File: config.mk
export PLATFORM = sky130hd
export DESIGN_NAME = pipe_hazard_ctrl
export DESIGN_NICKNAME = d
export VERILOG_FILES = /design/src/rtl/pipe_hazard_ctrl.sv
export SDC_FILE = /design/constraint.sdc
export NUM_CORES = 1
export LEC_CHECK = 0
export CAP_MARGIN = 15
export CORE_ASPECT_RATIO = 2
export CORE_MARGIN = 3
export CORE_UTILIZATION = 28
export CTS_BUF_LIST = sky130_fd_sc_hd__clkbuf_4 sky130_fd_sc_hd__clkbuf_8
export DETAILED_ROUTE_END_ITERATION = 8
export PLACE_DENSITY = 0.78
export SYNTH_ARGS = -nofsm -noshare
export SYNTH_HDL_FRONTEND = slang
export SYNTH_SLANG_ARGS = --single-unit
File: constraint.sdc
create_clock -name clk -period 2.15 [get_ports clk]
set_clock_uncertainty 0.2 [all_clocks]
set_input_delay 0.5375 -clock clk [delete_from_list [all_inputs] [get_ports clk]]
set_output_delay 0.5375 -clock clk [all_outputs]
set_load 0.005 [all_outputs]
File: src/rtl/pipe_hazard_ctrl.sv
// Stall/flush controller for the 5-stage pipeline: load-use bubbles, multi-cycle MUL freeze, taken-branch flush.
// Optional performance counters are enabled with the macro PIPE_HAZARD_PERF_EN.
module pipe_hazard_ctrl #(
    parameter int MUL_LAT = 4,
    parameter int CNT_W   = 32
) (
    input  logic             clk,
    input  logic             reset_n,
    input  logic [4:0]       id_rn,
    input  logic [4:0]       id_rm,
    input  logic             id_uses_rn,
    input  logic             id_uses_rm,
    input  logic             id_is_mul,
    input  logic             id_br_taken,
    input  logic [4:0]       ex_rd,
    input  logic             ex_mem_read,
    output logic             pc_stall,
    output logic             ifid_stall,
    output logic             ifid_flush,
    output logic             idex_bubble,
    output logic             idex_stall,
    output logic             exmem_bubble,
    output logic             mul_busy,
    output logic [CNT_W-1:0] stall_cycles,
    output logic [CNT_W-1:0] flush_count
);

    typedef enum logic [0:0] {
        RUN      = 1'b0,
        MUL_WAIT = 1'b1
    } state_t;

    if ((MUL_LAT < 2) || (MUL_LAT > 16)) begin : g_bad_mul_lat
        $error("pipe_hazard_ctrl: MUL_LAT must lie in 2..16");
    end

    localparam logic [3:0] LP_CNT_INIT = 4'(MUL_LAT - 1);

    state_t     r_state;
    state_t     w_state_nxt;
    logic [3:0] r_mul_cnt;
    logic [3:0] w_mul_cnt_nxt;
    logic       w_lu;

    // XZR is hard-wired zero, so a load targeting it never creates a dependency.
    assign w_lu = ex_mem_read && (ex_rd != 5'd31) &&
                  ((id_uses_rn && (id_rn == ex_rd)) || (id_uses_rm && (id_rm == ex_rd)));

    // State and MUL iteration counter.
    always_ff @(posedge clk) begin
        if (!reset_n) begin
            r_state   <= RUN;
            r_mul_cnt <= 4'd0;
        end else begin
            r_state   <= w_state_nxt;
            r_mul_cnt <= w_mul_cnt_nxt;
        end
    end

    // Next-state and pipeline control; MUL_WAIT outranks load-use, which outranks the flush.
    always_comb begin
        w_state_nxt   = r_state;
        w_mul_cnt_nxt = r_mul_cnt;
        pc_stall      = 1'b0;
        ifid_stall    = 1'b0;
        ifid_flush    = 1'b0;
        idex_bubble   = 1'b0;
        idex_stall    = 1'b0;
        exmem_bubble  = 1'b0;
        mul_busy      = 1'b0;
        if (!reset_n) begin
            w_state_nxt   = RUN;
            w_mul_cnt_nxt = 4'd0;
        end else begin
            case (r_state)
                RUN: begin
                    if (w_lu) begin
                        pc_stall    = 1'b1;
                        ifid_stall  = 1'b1;
                        idex_bubble = 1'b1;
                    end else if (id_br_taken) begin
                        ifid_flush = 1'b1;
                    end else if (id_is_mul) begin
                        w_state_nxt   = MUL_WAIT;
                        w_mul_cnt_nxt = LP_CNT_INIT;
                    end else begin
                        w_state_nxt = RUN;
                    end
                end
                MUL_WAIT: begin
                    pc_stall   = 1'b1;
                    ifid_stall = 1'b1;
                    idex_stall = 1'b1;
                    mul_busy   = 1'b1;
                    // Final iteration lets the product fall through into EX/MEM.
                    if (r_mul_cnt == 4'd1) begin
                        exmem_bubble  = 1'b0;
                        w_state_nxt   = RUN;
                        w_mul_cnt_nxt = 4'd0;
                    end else begin
                        exmem_bubble  = 1'b1;
                        w_mul_cnt_nxt = r_mul_cnt - 4'd1;
                    end
                end
                default: begin
                    w_state_nxt   = RUN;
                    w_mul_cnt_nxt = 4'd0;
                end
            endcase
        end
    end

`ifdef PIPE_HAZARD_PERF_EN
    logic [CNT_W-1:0] r_stall_cycles;
    logic [CNT_W-1:0] r_flush_count;

    // Saturating stall and flush counters.
    always_ff @(posedge clk) begin
        if (!reset_n) begin
            r_stall_cycles <= '0;
            r_flush_count  <= '0;
        end else begin
            if (pc_stall && (r_stall_cycles != '1)) begin
                r_stall_cycles <= r_stall_cycles + CNT_W'(1);
            end
            if (ifid_flush && (r_flush_count != '1)) begin
                r_flush_count <= r_flush_count + CNT_W'(1);
            end
        end
    end

    assign stall_cycles = reset_n ? r_stall_cycles : '0;
    assign flush_count  = reset_n ? r_flush_count  : '0;
`else
    assign stall_cycles = '0;
    assign flush_count  = '0;
`endif

endmodule

==> flow_metrics.tcl <==
set metrics [dict create \
    synth.area.top_cells "buf_4, dfxtp_1, xor2_1" \
    ys_types 31 \
    yosys_warnings 0 \
    numCtsBuffers 3 \
    synth-async-reset-ratio_pct 0 \
    layout_setup_ws_ns -0.312 \
    final_hold_viol_count 0 \
    die_area_sq_um 4340 \
    fp.dieH_um 90.2 \
    clk_path_buf_depth 2 \
    place_congestion 0.869 \
    ir_worst_vdd_mv 0.361 \
    hold_class "reg2reg" \
    dr.pass1.iters 4 \
    clk_latency_ns 0.23 \
    synth_top_area_share_pct 49.9 \
    finalSetupViolations 4 \
    timing.setup.tns_ns -1.10 \
    dp_hpwl_mm 1.76 \
    layout_common_cells "conb_1, buf_4, buf_2, xor2_1, clkdlybuf4s50_1" \
    path_max_fanout 3 \
    clock-sinks 5 \
    numPortBuffers 28 \
    synth_edf_count 0 \
    post-route-drc-count 0 \
    syn2layout_area_growth_pct 26.1 \
    synth_cells 129 \
    whs_path_depth 2 \
    status "finished, violations left" \
    place_area_sq_um 1190 \
    crit_arrival_ns 1.72 \
    crit_slowest_cell "nor4_2" \
    p_total_w 0.000560 \
    final_nets 200 \
    ys.flop_type "dfxtp_1" \
    syn_area_per_cell_sq_um 7.70 \
    syn_area_sq_um 993 \
    hp-start "r_mul_cnt[2]" \
    yosysTopAreaCell "buf_4" \
    holdPathEnd "r_mul_cnt[2]" \
    clkTransAtPathRegs_ns 0.04 \
    cts_tree "yes" \
    r2r-end "r_mul_cnt[3]" \
    routedWlPerCell_um 9.14 \
    rr_worst_depth 7 \
    diodes 0 \
    power_density_nw_per_um2 447 \
    final_common_cell "conb_1" \
    grt_pass1_vias 736 \
    dr.first_iter.drc_count 9 \
    ys_seq_elements 5 \
    period_share_pct 115 \
    ios 93 \
    start_kind "input port" \
    critPathKind "in2out" \
    grt_use_total_pct 9.70 \
    yosysSeqAreaShare_pct 10.1 \
    slowest_delay_ns 0.29 \
    max_freq_ghz 0.406 \
    die_x_um 48.1 \
    maxCapViolCount 0 \
    design_area_sq_um 1250 \
    cts_hold_buf 0 \
    rr_startpoint "r_mul_cnt[1]" \
    grt-ovfl-total 0 \
    crit_required_ns 1.41 \
    path_cells "buf_8 -> xor2_2 -> nor4_2 -> a32oi_2 -> buf_4 -> o211a_1 -> buf_2" \
    vias_per_cell 3.70 \
    h-tree-depth 1 \
    postRouteAntennaNets 0 \
    rrSetupSlack_ns 0.62 \
    violations "negative setup slack" \
    num_vias 826 \
    cp-end-kind "output pin" \
    layout-drive-gt1-share_pct 28.6 \
    grt_pass1_wl_mm 3.11 \
    cts-root-buf "clkbuf_8" \
    p_leak_nw 0.675 \
    maxSlewViolCount 0 \
    core_area_sq_um 3420 \
    rsz0062_at_grt "true" \
    layout_min_cycle_time_ns 2.46 \
    row_count 30 \
    start_util_pct 29.1 \
    grt_max_degree 7 \
    antenna_found_initial 0 \
    routed_wl_mm 2.04 \
]
[per-stage QoR]
stage               hold WS, ns  util [%]  instances  setup WS (ns)
CTS                       0.354      36.5        223         -0.360
global route              0.388      36.7        223         -0.397
finish                    0.348      36.7        223         -0.312
global placement          0.317      34.9        217          -1.09
detailed placement        0.338      34.9        217          -1.11
floorplan                 0.286         -        192        -0.0637
[cells in the mapped netlist (2+ instances only)]
library cell	instances
xnor2_1	2
a31o_2	2
nand3_1	2
inv_1	3
dfxtp_1	5
o21ai_0	4
buf_4	66
nor2b_1	3
nand2b_1	3
xor2_1	8
ha_1	2
nor3_1	3
nor2_1	3
nand2_1	6
[area by class of cell]
type,instances,area (sq um)
Clock buffer,4,48.8
Timing Repair Buffer,45,350
Sequential cell,5,100
Multi-Input combinational cell,118,682
Inverter,3,11.3
Fill cell,346,2160
Tap cell,48,60.1
[timing repair]
action                                  CTS  global route
endpoints found under the setup margin   12             6
gates resized for setup                  75             8
setup buffers                             2             0
pin swaps                                13             5
[flip-flops by register name, summed over array words and instances (netlist names)]
name / flops
r_mul_cnt: 4
r_state: 1
[worst max-delay path, delay by kind of cell]
family / cells / cell delay, ns
buf+inv: 3 / 0.38
compound gates: 2 / 0.36
simple gates: 1 / 0.29
xor+xnor: 1 / 0.16
[power by group]
group	switching (W)	internal (W)	total (W)	leakage [nW]
Sequential	0.0000134	0.000107	0.000120	0.0412
Combinational	0.000121	0.000125	0.000245	0.608
Clock	0.0000540	0.000140	0.000194	0.0262
Total	0.000188	0.000372	0.000560	0.675
[logic make-up (layout without fill, tap and decap cells)]
family / Yosys count / count (layout) / synth area share [%]
adders and majority gates: 2 / 2 / 2.52
xor gates and xnor gates: 10 / 10 / 8.82
AOI/OAI and AO/OA: 17 / 17 / 13.4
buffers and inverters: 69 / 52 / 51.0
and+or+nand+nor: 25 / 25 / 13.9
DFF: 5 / 5 / 10.1
other: 1 / 64 / 0.377
[worst max-delay path by stage]
stage,startpoint,to,slack [ns],cells past startpoint
finish,id_rm[0],ifid_flush,-0.31,7
global route,id_rm[0],ifid_flush,-0.40,7
CTS,id_rm[0],idex_bubble,-0.36,7
detailed placement,ex_rd[2],idex_bubble,-1.11,6
global placement,ex_rd[2],idex_bubble,-1.09,6
floorplan,ex_rd[2],pc_stall,-0.06,5
[routing by layer]
metal	part of all wire [%]	vias to the layer above	routed length, um	track usage (%)
met3	13	7	259	1.80
met1	27	353	559	8.67
met4	3.5	0	71	5.39
li1	-	387	-	-
met2	56	79	1150	17.8
met5	0	-	0	0
Note: power is estimated with default switching activity, not from simulation.
==> patch, RTL diff (same settings) <==
Set the parameter `CNT_W` to 24 (it was 32).
--- a/src/rtl/pipe_hazard_ctrl.sv
+++ b/src/rtl/pipe_hazard_ctrl.sv
@@ -2,7 +2,7 @@
 // Optional performance counters are enabled with the macro PIPE_HAZARD_PERF_EN.
 module pipe_hazard_ctrl #(
     parameter int MUL_LAT = 4,
-    parameter int CNT_W   = 32
+    parameter int CNT_W   = 24
 ) (
     input  logic             clk,
     input  logic             reset_n,
Interface: changed (resized flush_count and stall_cycles); port bits go from 93 to 77. The function was not compared with the original's and may differ.
==> patch against the original RTL <==
- the run still ends with setup timing left
- cell area is 3.0% lower
- synthesized cell count down 12%
- power up 2.9%
- critical path depth shrank 1
- sequential cell count unchanged
- highest routed layer unchanged
- clock power grew 4%
- wire length is 6.1% lower
- fmax rose by 2.1%
- largest cell class unchanged
- synthesized area decreased by 12%
- worst setup slack gained 52 ps
- via count fell by 7.7%
==> patch: results (changes against the original RTL) <==
.. list-table::
   :header-rows: 1

   * - Metric
     - Value
   * - Status
     - finished with violations
   * - Setup slack after placement
     - -1050 ps (+54.7 ps)
   * - Data arrival time of the worst path
     - 1670 ps (-50 ps)
   * - Violation count after the first detailed-route iteration
     - 11 (+2)
   * - Detailed-routed wire length on met3
     - 230 um (-11%)
   * - Proportion of layout cells with a drive suffix above 1
     - 0.340 (+0.0540)
   * - Xor and xnor fraction of the mapped netlist area
     - 0.100 (+0.0121)
   * - Cell types occupying the most area after synthesis
     - buf_4, dfxtp_1, xor2_1
   * - CP top delay family
     - compound AO/OA/AOI/OAI gates
   * - Violated checks
     - setup timing
   * - Half-perimeter wire length after detailed placement
     - 1.59 mm (-9.7%)
   * - Share of synthesized registers carrying an async set or reset
     - 0 (unchanged)
   * - Met2 wire len
     - 1.05 mm (-8.8%)
   * - Wire length of the first global-routing pass
     - 2.88 mm (-7.3%)
   * - Setup-failing EPs final
     - 4 (unchanged)
   * - Slowest cell on the critical path
     - nor4_4
   * - Maximum vdd drop
     - 357 uV (-1.1%)
   * - Number of buffers inserted by post-CTS setup repair
     - 0 (-2)
   * - Worst-path fanout max
     - 5 (+2)
   * - Top_reg_cell synth
     - dfxtp_1
   * - GR met1 Demand/Resource
     - 0.0983 (+0.0116)
   * - Post-Route M1 WL
     - 575 um (+2.9%)
   * - Share of the yosys chip area belonging to registers
     - 0.115 (+0.0139)
   * - Global routing usage on met2
     - 0.173 (-0.00485)
   * - Maximum single-stage delay on the critical path
     - 310 ps (+20 ps)
   * - Worst setup endpoint
     - ifid_flush
   * - Detailed-route via count
     - 762 (-7.7%)
   * - Placer Congestion
     - 0.747 (-14%)
   * - Detailed-route wire length per cell
     - 10.3 um (+13%)
   * - Global router's overall resource usage
     - 0.102 (+0.00466)
   * - Maximum level of the CTS H-tree
     - 1 (unchanged)
   * - Met3 Usage GRT
     - 0.0255 (+0.00744)
   * - Instance area after placement
     - 1100 sq um (-7.6%)
   * - Mean area per synthesized cell
     - 7.73 sq um (+0.36%)
   * - Worst-case register-to-register setup slack
     - 600 ps (-20 ps)
   * - Post-layout net count
     - 181 (-9.5%)
   * - Adder-cell share of the synthesized area
     - 0.0287 (+0.00346)
   * - Total negative setup slack
     - -813 ps (+287 ps)
   * - Commonest cells in the synthesized netlist
     - buf_4, xor2_1, nand2_1
   * - Non-filler instance count after layout
     - 186 (-17%)
   * - Post-route worst setup slack
     - -261 ps (+51.5 ps)
   * - Static Leakage
     - 0.603 nW (-11%)
   * - Number of global-route vias before repair
     - 687 (-6.7%)
   * - Share of the synthesized area in compound gates (AO/OA/AOI/OAI)
     - 0.152 (+0.0184)
patch: cell types whose count changed in the layout (fill, tap and decap cells not counted), sizes merged:
cell / unedited run / this run
dlygate4sd2: 4 / 2
clkdlybuf4s50: 6 / 7
clkbuf: 5 / 6
dlymetal6s2s: 1 / 0
conb: 64 / 48
clkdlybuf4s15: 1 / 2
buf: 32 / 29
patch: final cells by class:
type / instances / area [sq um]
multi-input combinational: 102 / 689
sequential: 5 / 101
tap: 30 / 37.5
clock buffer: 4 / 48.8
timing repair buffer: 42 / 327
inverter: 3 / 11.3
fill: 311 / 1760
patch: timing repair:
action | in CTS | in global routing
endpoints found under the hold margin | 0 | 0
gates resized for setup | 89 | 8
pin swaps | 15 | 7
endpoints found under the setup margin | 11 | 7
patch: report_power, final:
| part | internal (mW) | leakage [nW] | total, mW | switching, mW |
|---|---|---|---|---|
| logic | 0.129 | 0.535 | 0.253 | 0.124 |
| clock network | 0.141 | 0.0262 | 0.202 | 0.0606 |
| registers | 0.107 | 0.0415 | 0.122 | 0.0146 |
patch: worst min path at each step:
stage                           endpoint                      start  slack (ps)
4_1_cts        r_mul_cnt[3]$_SDFFE_PN0P_  r_mul_cnt[3]$_SDFFE_PN0P_         340
2_1_floorplan  r_mul_cnt[3]$_SDFFE_PN0P_  r_mul_cnt[3]$_SDFFE_PN0P_         290
3_5_place_dp   r_mul_cnt[2]$_SDFFE_PN0P_  r_mul_cnt[2]$_SDFFE_PN0P_         330
3_3_place_gp   r_mul_cnt[3]$_SDFFE_PN0P_  r_mul_cnt[3]$_SDFFE_PN0P_         310
5_1_grt        r_mul_cnt[2]$_SDFFE_PN0P_  r_mul_cnt[2]$_SDFFE_PN0P_         360
6_report       r_mul_cnt[3]$_SDFFE_PN0P_  r_mul_cnt[3]$_SDFFE_PN0P_         340
